==> src/rtl/gpio_ctrl_apb_arb_pkg.sv <==
// ---------------------------------------------------------------------------
// gpio_ctrl_apb_arb_pkg
// Shared types and constants for the GPIO controller APB arbiter:
//   - arb_state_e  : transfer sequencer states (IDLE, SETUP, ACCESS, RESP)
//   - DEF_*_WIDTH  : default APB address/data widths of the GPIO register block
//   - xfer_resp_t  : response status of the transfer currently in flight
//   - rr_next()    : round-robin pointer advance (index after idx, modulo n)
// ---------------------------------------------------------------------------
package gpio_ctrl_apb_arb_pkg;

    localparam int DEF_ADDR_WIDTH = 11;
    localparam int DEF_DATA_WIDTH = 32;

    typedef enum logic [1:0] {
        IDLE   = 2'd0,
        SETUP  = 2'd1,
        ACCESS = 2'd2,
        RESP   = 2'd3
    } arb_state_e;

    // Status of the transfer being completed in ACCESS.
    typedef struct packed {
        logic deliver;    // granted requester still holds psel & penable
        logic pslverr;    // error to return (slave error or watchdog abort)
        logic timed_out;  // watchdog expired before the slave was ready
    } xfer_resp_t;

    // Next round-robin start position after the requester just served.
    function automatic int unsigned rr_next(input int unsigned idx, input int unsigned n);
        return (idx + 32'd1) % n;
    endfunction

endpackage

==> src/rtl/gpio_ctrl_rr_arb.sv <==
// ---------------------------------------------------------------------------
// gpio_ctrl_rr_arb
// Combinational round-robin picker. Returns the first asserted request at or
// after the pointer, wrapping modulo NUM_REQ. The pointer register is owned
// by the parent so it only advances when a transfer really completes.
// Ports:
//   req_i   [NUM_REQ]        request vector
//   ptr_i   [clog2(NUM_REQ)] highest-priority position
//   valid_o                  at least one request is present
//   grant_o [clog2(NUM_REQ)] selected requester index
// ---------------------------------------------------------------------------
module gpio_ctrl_rr_arb #(
    parameter int NUM_REQ = 2
) (
    input  logic [NUM_REQ-1:0]         req_i,
    input  logic [$clog2(NUM_REQ)-1:0] ptr_i,
    output logic                       valid_o,
    output logic [$clog2(NUM_REQ)-1:0] grant_o
);

    localparam int IW = $clog2(NUM_REQ);

    logic [2*NUM_REQ-1:0] req_dbl_s;
    logic [NUM_REQ-1:0]   req_rot_s;
    logic                 valid_s;
    logic [IW-1:0]        grant_s;

    // Rotate requests so bit 0 is the pointer position; the doubled copy
    // provides the wrap-around.
    assign req_dbl_s = {req_i, req_i} >> ptr_i;
    assign req_rot_s = req_dbl_s[NUM_REQ-1:0];

    // Scan from the far end back toward the pointer so the nearest request wins.
    always_comb begin
        valid_s = 1'b0;
        grant_s = '0;
        for (int k = NUM_REQ - 1; k >= 0; k--) begin
            valid_s = valid_s | req_rot_s[k];
            grant_s = req_rot_s[k] ? IW'((int'(ptr_i) + k) % NUM_REQ) : grant_s;
        end
    end

    assign valid_o = valid_s;
    assign grant_o = grant_s;

endmodule

==> src/rtl/gpio_ctrl_apb_arb.sv <==
// ---------------------------------------------------------------------------
// gpio_ctrl_apb_arb
// Round-robin arbiter sharing the GPIO controller's APB slave port between
// NUM_REQ upstream requesters, with an ACCESS-phase watchdog.
// Ports:
//   clk, rst_n                         clock, async active-low reset
//   s_psel/s_penable/s_pwrite [N]      upstream APB control per requester
//   s_paddr/s_pstrb/s_pwdata (packed)  upstream request payload, lane i at i*W
//   s_prdata/s_pready/s_pslverr        registered upstream response (granted lane only)
//   m_psel/m_penable/m_pwrite/m_paddr/m_pstrb/m_pwdata  registered downstream request
//   m_prdata/m_pready/m_pslverr        downstream response
//   timeout_pulse                      one-cycle pulse when the watchdog aborts
// All outputs come straight from flops.
// ---------------------------------------------------------------------------
module gpio_ctrl_apb_arb
    import gpio_ctrl_apb_arb_pkg::*;
#(
    parameter int NUM_REQ        = 2,
    parameter int ADDR_WIDTH     = DEF_ADDR_WIDTH,
    parameter int DATA_WIDTH     = DEF_DATA_WIDTH,
    parameter int TIMEOUT_CYCLES = 255
) (
    input  logic                             clk,
    input  logic                             rst_n,
    input  logic [NUM_REQ-1:0]               s_psel,
    input  logic [NUM_REQ-1:0]               s_penable,
    input  logic [NUM_REQ-1:0]               s_pwrite,
    input  logic [NUM_REQ*ADDR_WIDTH-1:0]    s_paddr,
    input  logic [NUM_REQ*DATA_WIDTH/8-1:0]  s_pstrb,
    input  logic [NUM_REQ*DATA_WIDTH-1:0]    s_pwdata,
    output logic [NUM_REQ*DATA_WIDTH-1:0]    s_prdata,
    output logic [NUM_REQ-1:0]               s_pready,
    output logic [NUM_REQ-1:0]               s_pslverr,
    output logic                             m_psel,
    output logic                             m_penable,
    output logic                             m_pwrite,
    output logic [ADDR_WIDTH-1:0]            m_paddr,
    output logic [DATA_WIDTH/8-1:0]          m_pstrb,
    output logic [DATA_WIDTH-1:0]            m_pwdata,
    input  logic [DATA_WIDTH-1:0]            m_prdata,
    input  logic                             m_pready,
    input  logic                             m_pslverr,
    output logic                             timeout_pulse
);

    localparam int IW = $clog2(NUM_REQ);
    localparam int SW = DATA_WIDTH / 8;
    localparam int CW = (TIMEOUT_CYCLES > 0) ? $clog2(TIMEOUT_CYCLES + 1) : 1;
    localparam logic [CW-1:0] TO_LIMIT = CW'(TIMEOUT_CYCLES);
    localparam logic [CW-1:0] CNT_ONE  = CW'(1);
    localparam logic          TO_EN    = (TIMEOUT_CYCLES != 0);

    arb_state_e                    state_q;
    logic [IW-1:0]                 ptr_q;
    logic [IW-1:0]                 grant_q;
    logic [CW-1:0]                 cnt_q;
    logic                          m_psel_q;
    logic                          m_penable_q;
    logic                          m_pwrite_q;
    logic [ADDR_WIDTH-1:0]         m_paddr_q;
    logic [SW-1:0]                 m_pstrb_q;
    logic [DATA_WIDTH-1:0]         m_pwdata_q;
    logic [NUM_REQ*DATA_WIDTH-1:0] s_prdata_q;
    logic [NUM_REQ-1:0]            s_pready_q;
    logic [NUM_REQ-1:0]            s_pslverr_q;
    logic                          timeout_q;

    logic                          pick_valid_s;
    logic [IW-1:0]                 pick_grant_s;
    logic                          sel_write_s;
    logic [ADDR_WIDTH-1:0]         sel_addr_s;
    logic [SW-1:0]                 sel_strb_s;
    logic [DATA_WIDTH-1:0]         sel_wdata_s;
    xfer_resp_t                    resp_s;
    logic [DATA_WIDTH-1:0]         resp_rdata_s;
    logic                          acc_done_s;
    logic [NUM_REQ-1:0]            pready_d;
    logic [NUM_REQ-1:0]            pslverr_d;
    logic [NUM_REQ*DATA_WIDTH-1:0] prdata_d;
    logic [IW-1:0]                 ptr_d;

    gpio_ctrl_rr_arb #(
        .NUM_REQ (NUM_REQ)
    ) u_rr_arb (
        .req_i   (s_psel),
        .ptr_i   (ptr_q),
        .valid_o (pick_valid_s),
        .grant_o (pick_grant_s)
    );

    // Select the request payload of the requester the picker chose.
    always_comb begin
        sel_write_s = 1'b0;
        sel_addr_s  = '0;
        sel_strb_s  = '0;
        sel_wdata_s = '0;
        for (int k = 0; k < NUM_REQ; k++) begin
            sel_write_s = (pick_grant_s == IW'(k)) ? s_pwrite[k] : sel_write_s;
            sel_addr_s  = (pick_grant_s == IW'(k)) ? s_paddr[k*ADDR_WIDTH +: ADDR_WIDTH] : sel_addr_s;
            sel_strb_s  = (pick_grant_s == IW'(k)) ? s_pstrb[k*SW +: SW] : sel_strb_s;
            sel_wdata_s = (pick_grant_s == IW'(k)) ? s_pwdata[k*DATA_WIDTH +: DATA_WIDTH] : sel_wdata_s;
        end
    end

    // Build the response the granted lane receives when ACCESS completes.
    // A ready slave always beats a watchdog expiring in the same cycle.
    always_comb begin
        resp_s.timed_out = TO_EN & ~m_pready & (cnt_q == TO_LIMIT);
        resp_s.pslverr   = m_pready ? m_pslverr : 1'b1;
        resp_s.deliver   = s_psel[grant_q] & s_penable[grant_q];
        resp_rdata_s     = m_pready ? m_prdata : '0;
        acc_done_s       = m_pready | resp_s.timed_out;
        pready_d         = '0;
        pslverr_d        = '0;
        prdata_d         = '0;
        for (int k = 0; k < NUM_REQ; k++) begin
            pready_d[k]  = resp_s.deliver & (grant_q == IW'(k));
            pslverr_d[k] = pready_d[k] & resp_s.pslverr;
            prdata_d[k*DATA_WIDTH +: DATA_WIDTH] = pready_d[k] ? resp_rdata_s : '0;
        end
    end

    assign ptr_d = IW'(rr_next(32'(grant_q), NUM_REQ));

    // Transfer sequencer: a single registered FSM produces every output.
    always_ff @(posedge clk or negedge rst_n) begin
        if (!rst_n) begin
            state_q     <= IDLE;
            ptr_q       <= '0;
            grant_q     <= '0;
            cnt_q       <= '0;
            m_psel_q    <= 1'b0;
            m_penable_q <= 1'b0;
            m_pwrite_q  <= 1'b0;
            m_paddr_q   <= '0;
            m_pstrb_q   <= '0;
            m_pwdata_q  <= '0;
            s_prdata_q  <= '0;
            s_pready_q  <= '0;
            s_pslverr_q <= '0;
            timeout_q   <= 1'b0;
        end else begin
            case (state_q)
                IDLE: begin
                    s_pready_q  <= '0;
                    s_pslverr_q <= '0;
                    s_prdata_q  <= '0;
                    timeout_q   <= 1'b0;
                    m_penable_q <= 1'b0;
                    if (pick_valid_s) begin
                        grant_q    <= pick_grant_s;
                        m_pwrite_q <= sel_write_s;
                        m_paddr_q  <= sel_addr_s;
                        m_pstrb_q  <= sel_strb_s;
                        m_pwdata_q <= sel_wdata_s;
                        m_psel_q   <= 1'b1;
                        state_q    <= SETUP;
                    end else begin
                        m_psel_q   <= 1'b0;
                        state_q    <= IDLE;
                    end
                end
                SETUP: begin
                    m_penable_q <= 1'b1;
                    cnt_q       <= '0;
                    state_q     <= ACCESS;
                end
                ACCESS: begin
                    if (acc_done_s) begin
                        m_psel_q    <= 1'b0;
                        m_penable_q <= 1'b0;
                        s_pready_q  <= pready_d;
                        s_pslverr_q <= pslverr_d;
                        s_prdata_q  <= prdata_d;
                        timeout_q   <= resp_s.timed_out;
                        state_q     <= RESP;
                    end else begin
                        cnt_q       <= cnt_q + CNT_ONE;
                        state_q     <= ACCESS;
                    end
                end
                RESP: begin
                    s_pready_q  <= '0;
                    s_pslverr_q <= '0;
                    s_prdata_q  <= '0;
                    timeout_q   <= 1'b0;
                    ptr_q       <= ptr_d;
                    state_q     <= IDLE;
                end
                default: begin
                    m_psel_q    <= 1'b0;
                    m_penable_q <= 1'b0;
                    state_q     <= IDLE;
                end
            endcase
        end
    end

    assign m_psel        = m_psel_q;
    assign m_penable     = m_penable_q;
    assign m_pwrite      = m_pwrite_q;
    assign m_paddr       = m_paddr_q;
    assign m_pstrb       = m_pstrb_q;
    assign m_pwdata      = m_pwdata_q;
    assign s_prdata      = s_prdata_q;
    assign s_pready      = s_pready_q;
    assign s_pslverr     = s_pslverr_q;
    assign timeout_pulse = timeout_q;

endmodule

==> config.mk <==
export PLATFORM = sky130hd
export DESIGN_NAME = gpio_ctrl_apb_arb
export DESIGN_NICKNAME = d
export VERILOG_FILES = /design/src/rtl/gpio_ctrl_apb_arb_pkg.sv /design/src/rtl/gpio_ctrl_rr_arb.sv /design/src/rtl/gpio_ctrl_apb_arb.sv
export SDC_FILE = /design/constraint.sdc
export NUM_CORES = 1
export LEC_CHECK = 0
export CORE_MARGIN = 1
export CORE_UTILIZATION = 25
export CTS_CLUSTER_SIZE = 20
export DETAILED_ROUTE_END_ITERATION = 8
export PLACE_DENSITY = 0.63
export SLEW_MARGIN = 5
export SYNTH_ARGS = -nofsm -noshare
export SYNTH_HDL_FRONTEND = slang
export SYNTH_SLANG_ARGS = --single-unit
==> constraint.sdc <==
create_clock -name clk -period 2.85 [get_ports clk]
set_clock_uncertainty 0.05 [all_clocks]
set_input_delay 0.285 -clock clk [delete_from_list [all_inputs] [get_ports clk]]
set_output_delay 0.285 -clock clk [all_outputs]
set_load 0.05 [all_outputs]
==> summary.txt <==
cts repair resizes -> 0
first-pass GRT wire length -> 25.4 mm
FMAX -> 447 MHz
Die W -> 151 um
# rows -> 54
final hold violations -> 0
Seq/Total Area, Yosys -> 58.8%
Leak -> 0.00391 uW
Die Y-Extent -> 151 um
CTS tree -> built
critical path class -> reg2reg
Synth area leaders -> dfrtp_1, a32o_1, mux2i_1
Comb power frac -> 49.4%
DRT Pass-1 Iters -> 4
Final Cycle Share -> 78.5%
startpoint types -> register
Clock Sinks -> 131
Initial Util -> 25.5%
Die ar. -> 22,900 um2
CTS H-tree lvls -> 4
Synth Register Bits -> 131
Hold Path Class -> in2async
multi-input combinational cell area -> 2120 um2
Max-cap violations -> 0
final setup fails -> 0
Worst Tran Pin Value -> 0.734 ns
minimum hold slack -> 0.403 ns
# IOs -> 255
GRT overflow -> 0
Synth top area share -> 58.8%
Critical-path top delay cell -> buf_4
Setup TNS Final -> 0 ns
yosys warns -> 0
CP peak stage delay -> 0.53 ns
largest area contributor in the netlist -> dfrtp_1
clock latency on the worst-skew pair -> 0.41 ns
via count -> 4,754
ANT nets after route -> 0
Area Growth Syn to Fin -> 62.1%
GRT Util Overall -> 14.5%
Pint -> 5060 uW
final wirelength -> 16.4 mm
Via density -> 4.74
drt drc -> 0
Final min period -> 2.24 ns
CTS Buffer Depth -> 2
Iteration-0 DRC Markers -> 233
DR WL/cell -> 16.3 um
Nets -> 851
NetSw -> 4360 uW
number of I/O port buffers -> 254
sequence of cells on the critical path -> inv_1, ha_1, nor2b_1, nor2_4, buf_4, a32o_1
Max transition margin -> 51.0%
dpl hpwl -> 11.7 mm
crit end category -> register
RSZ-0062 raised after global routing -> false
largest net degree at the start of global routing -> 75
total core area -> 21,800 um2
root buf cell -> clkbuf_16
CTS Buf Count -> 17
share of layout cells above drive strength 1 -> 8.17%
Placer Congestion -> 0.755
Final Slew Violations -> 0
CP Data Required Time -> 3.15 ns
vias in the first global route -> 4,721
PD cells -> 1040 nW/um2
count of cell types in the netlist -> 36
status -> finished, final reports clean
Clock Pin Slew Worst Setup and Hold Paths -> 0.06 ns
synthesized area -> 5570 um2
Synthesized Nets -> 602
initial antenna violation count -> 0
VDD IR max -> 0.000499 V
Fillers -> 2,156
Critical Path AT -> 2.53 ns
Sequential Power Share -> 28.4%
Reg area -> 3280 um2
clock share of power -> 22.2%
switching power share of the total -> 46.3%
# diodes -> 0
syn_area_per_cell -> 12.1 um2
Post-Syn Instances -> 460
CP max FO -> 64
[logic make-up (layout without fill, tap and decap cells)]
kind of cell	Yosys count	in the layout	synth area share [%]
mux	54	54	9.81
simple gates	87	87	7.21
flops	131	131	58.8
compound gates	136	136	19.2
fa+ha+maj	6	6	1.35
buf+inv	46	308	3.64
[cell usage after synthesis]
library cell,n
a2111o_1,1
a21o_1,1
a21oi_1,4
a22o_1,1
a311o_1,1
a31o_2,1
a31oi_1,2
a32o_1,65
a41o_1,1
a41oi_4,1
and4_1,1
and4_4,1
and4b_1,2
buf_1,6
buf_2,5
buf_6,3
clkbuf_1,24
clkbuf_2,1
dfrtp_1,131
ha_1,6
inv_1,7
mux2_2,5
mux2i_1,49
nand2_1,58
nand2b_1,5
nand3_1,5
nand4_1,2
nor2_1,3
nor2b_1,4
nor3_1,3
nor4_1,1
nor4b_1,2
o21ai_0,52
o21ai_1,2
o311ai_0,2
o31ai_1,2
[final cells by class]
class / count / area share [%]
sequential: 131 / 36.3
multi-input combinational: 283 / 23.5
timing repair buffer: 269 / 29.8
inverter: 7 / 0.291
tap: 280 / 3.88
clock buffer: 17 / 4.71
clock inverter: 15 / 1.51
[worst max-delay path: cells and delay by family (launching register included)]
kind	cells	cell delay (ns)
simple gates	2	0.34
flops	1	0.42
fa+ha+maj	1	0.42
buf+inv	2	0.63
compound gates	1	0.27
[registers in the layout, indices dropped and copies added, names as in the netlist, 2 cells and up]
signal,cells
s_prdata,64
s_pready,2
state_q,2
m_pstrb,4
m_paddr,11
m_pwdata,32
cnt_q,8
s_pslverr,2
[layer usage]
layer | share of wire, % | GRT usage [%] | routed length [um] | vias up
li1 | - | - | - | 2233
met1 | 43 | 17.6 | 6970 | 2295
met2 | 46 | 23.4 | 7560 | 216
met3 | 10 | 6.20 | 1710 | 10
met4 | 0.72 | 3.70 | 117 | 0
met5 | 0 | 0 | 0 | -
[power groups by stage]
stage / combinational (uW) / clock, uW / sequential, uW
finish: 4660 / 2090 / 2680
global route: 4960 / 2240 / 2750
global placement: 4680 / 0 / 2700
CTS: 4700 / 2160 / 2690
detailed placement: 4690 / 0 / 2700
floorplan: 1430 / 0 / 4290
[layout by cell type, fill, tap and decap left out, types with 3 or more instances in the layout]
master / n
clkdlybuf4s50_1: 253
dfrtp_1: 131
a32o_1: 65
nand2_1: 58
o21ai_0: 52
mux2i_1: 49
clkbuf_16: 17
buf_4: 11
inv_1: 7
ha_1: 6
inv_6: 6
mux2_2: 5
nand2b_1: 5
nand3_1: 5
nor2b_1: 4
a21oi_1: 4
clkinv_4: 4
nor3_1: 3
inv_8: 3
buf_12: 3
[what timing repair did]
item | in CTS | in global routing
setup buffers | 0 | 0
hold endpoints to repair | 72 | 0
hold buffers | 1 | 0
setup endpoints to repair | 0 | 0
[per-stage QoR]
stage	std cells	util (%)	total power [uW]	setup slack, ns	instance area (um2)
final	1002	41.4	9420	0.614	9040
after global routing	1002	41.4	9950	0.487	9040
after CTS	1002	41.4	9550	0.645	9040
after detailed placement	969	38.8	7400	0.665	8470
after global placement	969	38.8	7380	0.709	8470
after floorplan	460	-	5720	0.932	5570
[final timing paths]
check	startpoint	to	slack, ns	cells after the start
worst max-delay path	state_q[0]	s_prdata[58]	0.61	6
worst min-delay path	rst_n	s_prdata[39]	0.40	2
worst max register to register	state_q[0]	s_prdata[58]	0.61	6
worst min register to register	m_paddr[4]	m_paddr[4]	0.42	2
max in group asynchronous	rst_n	s_prdata[12]	1.56	3
min in group clk	m_paddr[4]	m_paddr[4]	0.42	2
(Power assumes the default switching activity.)
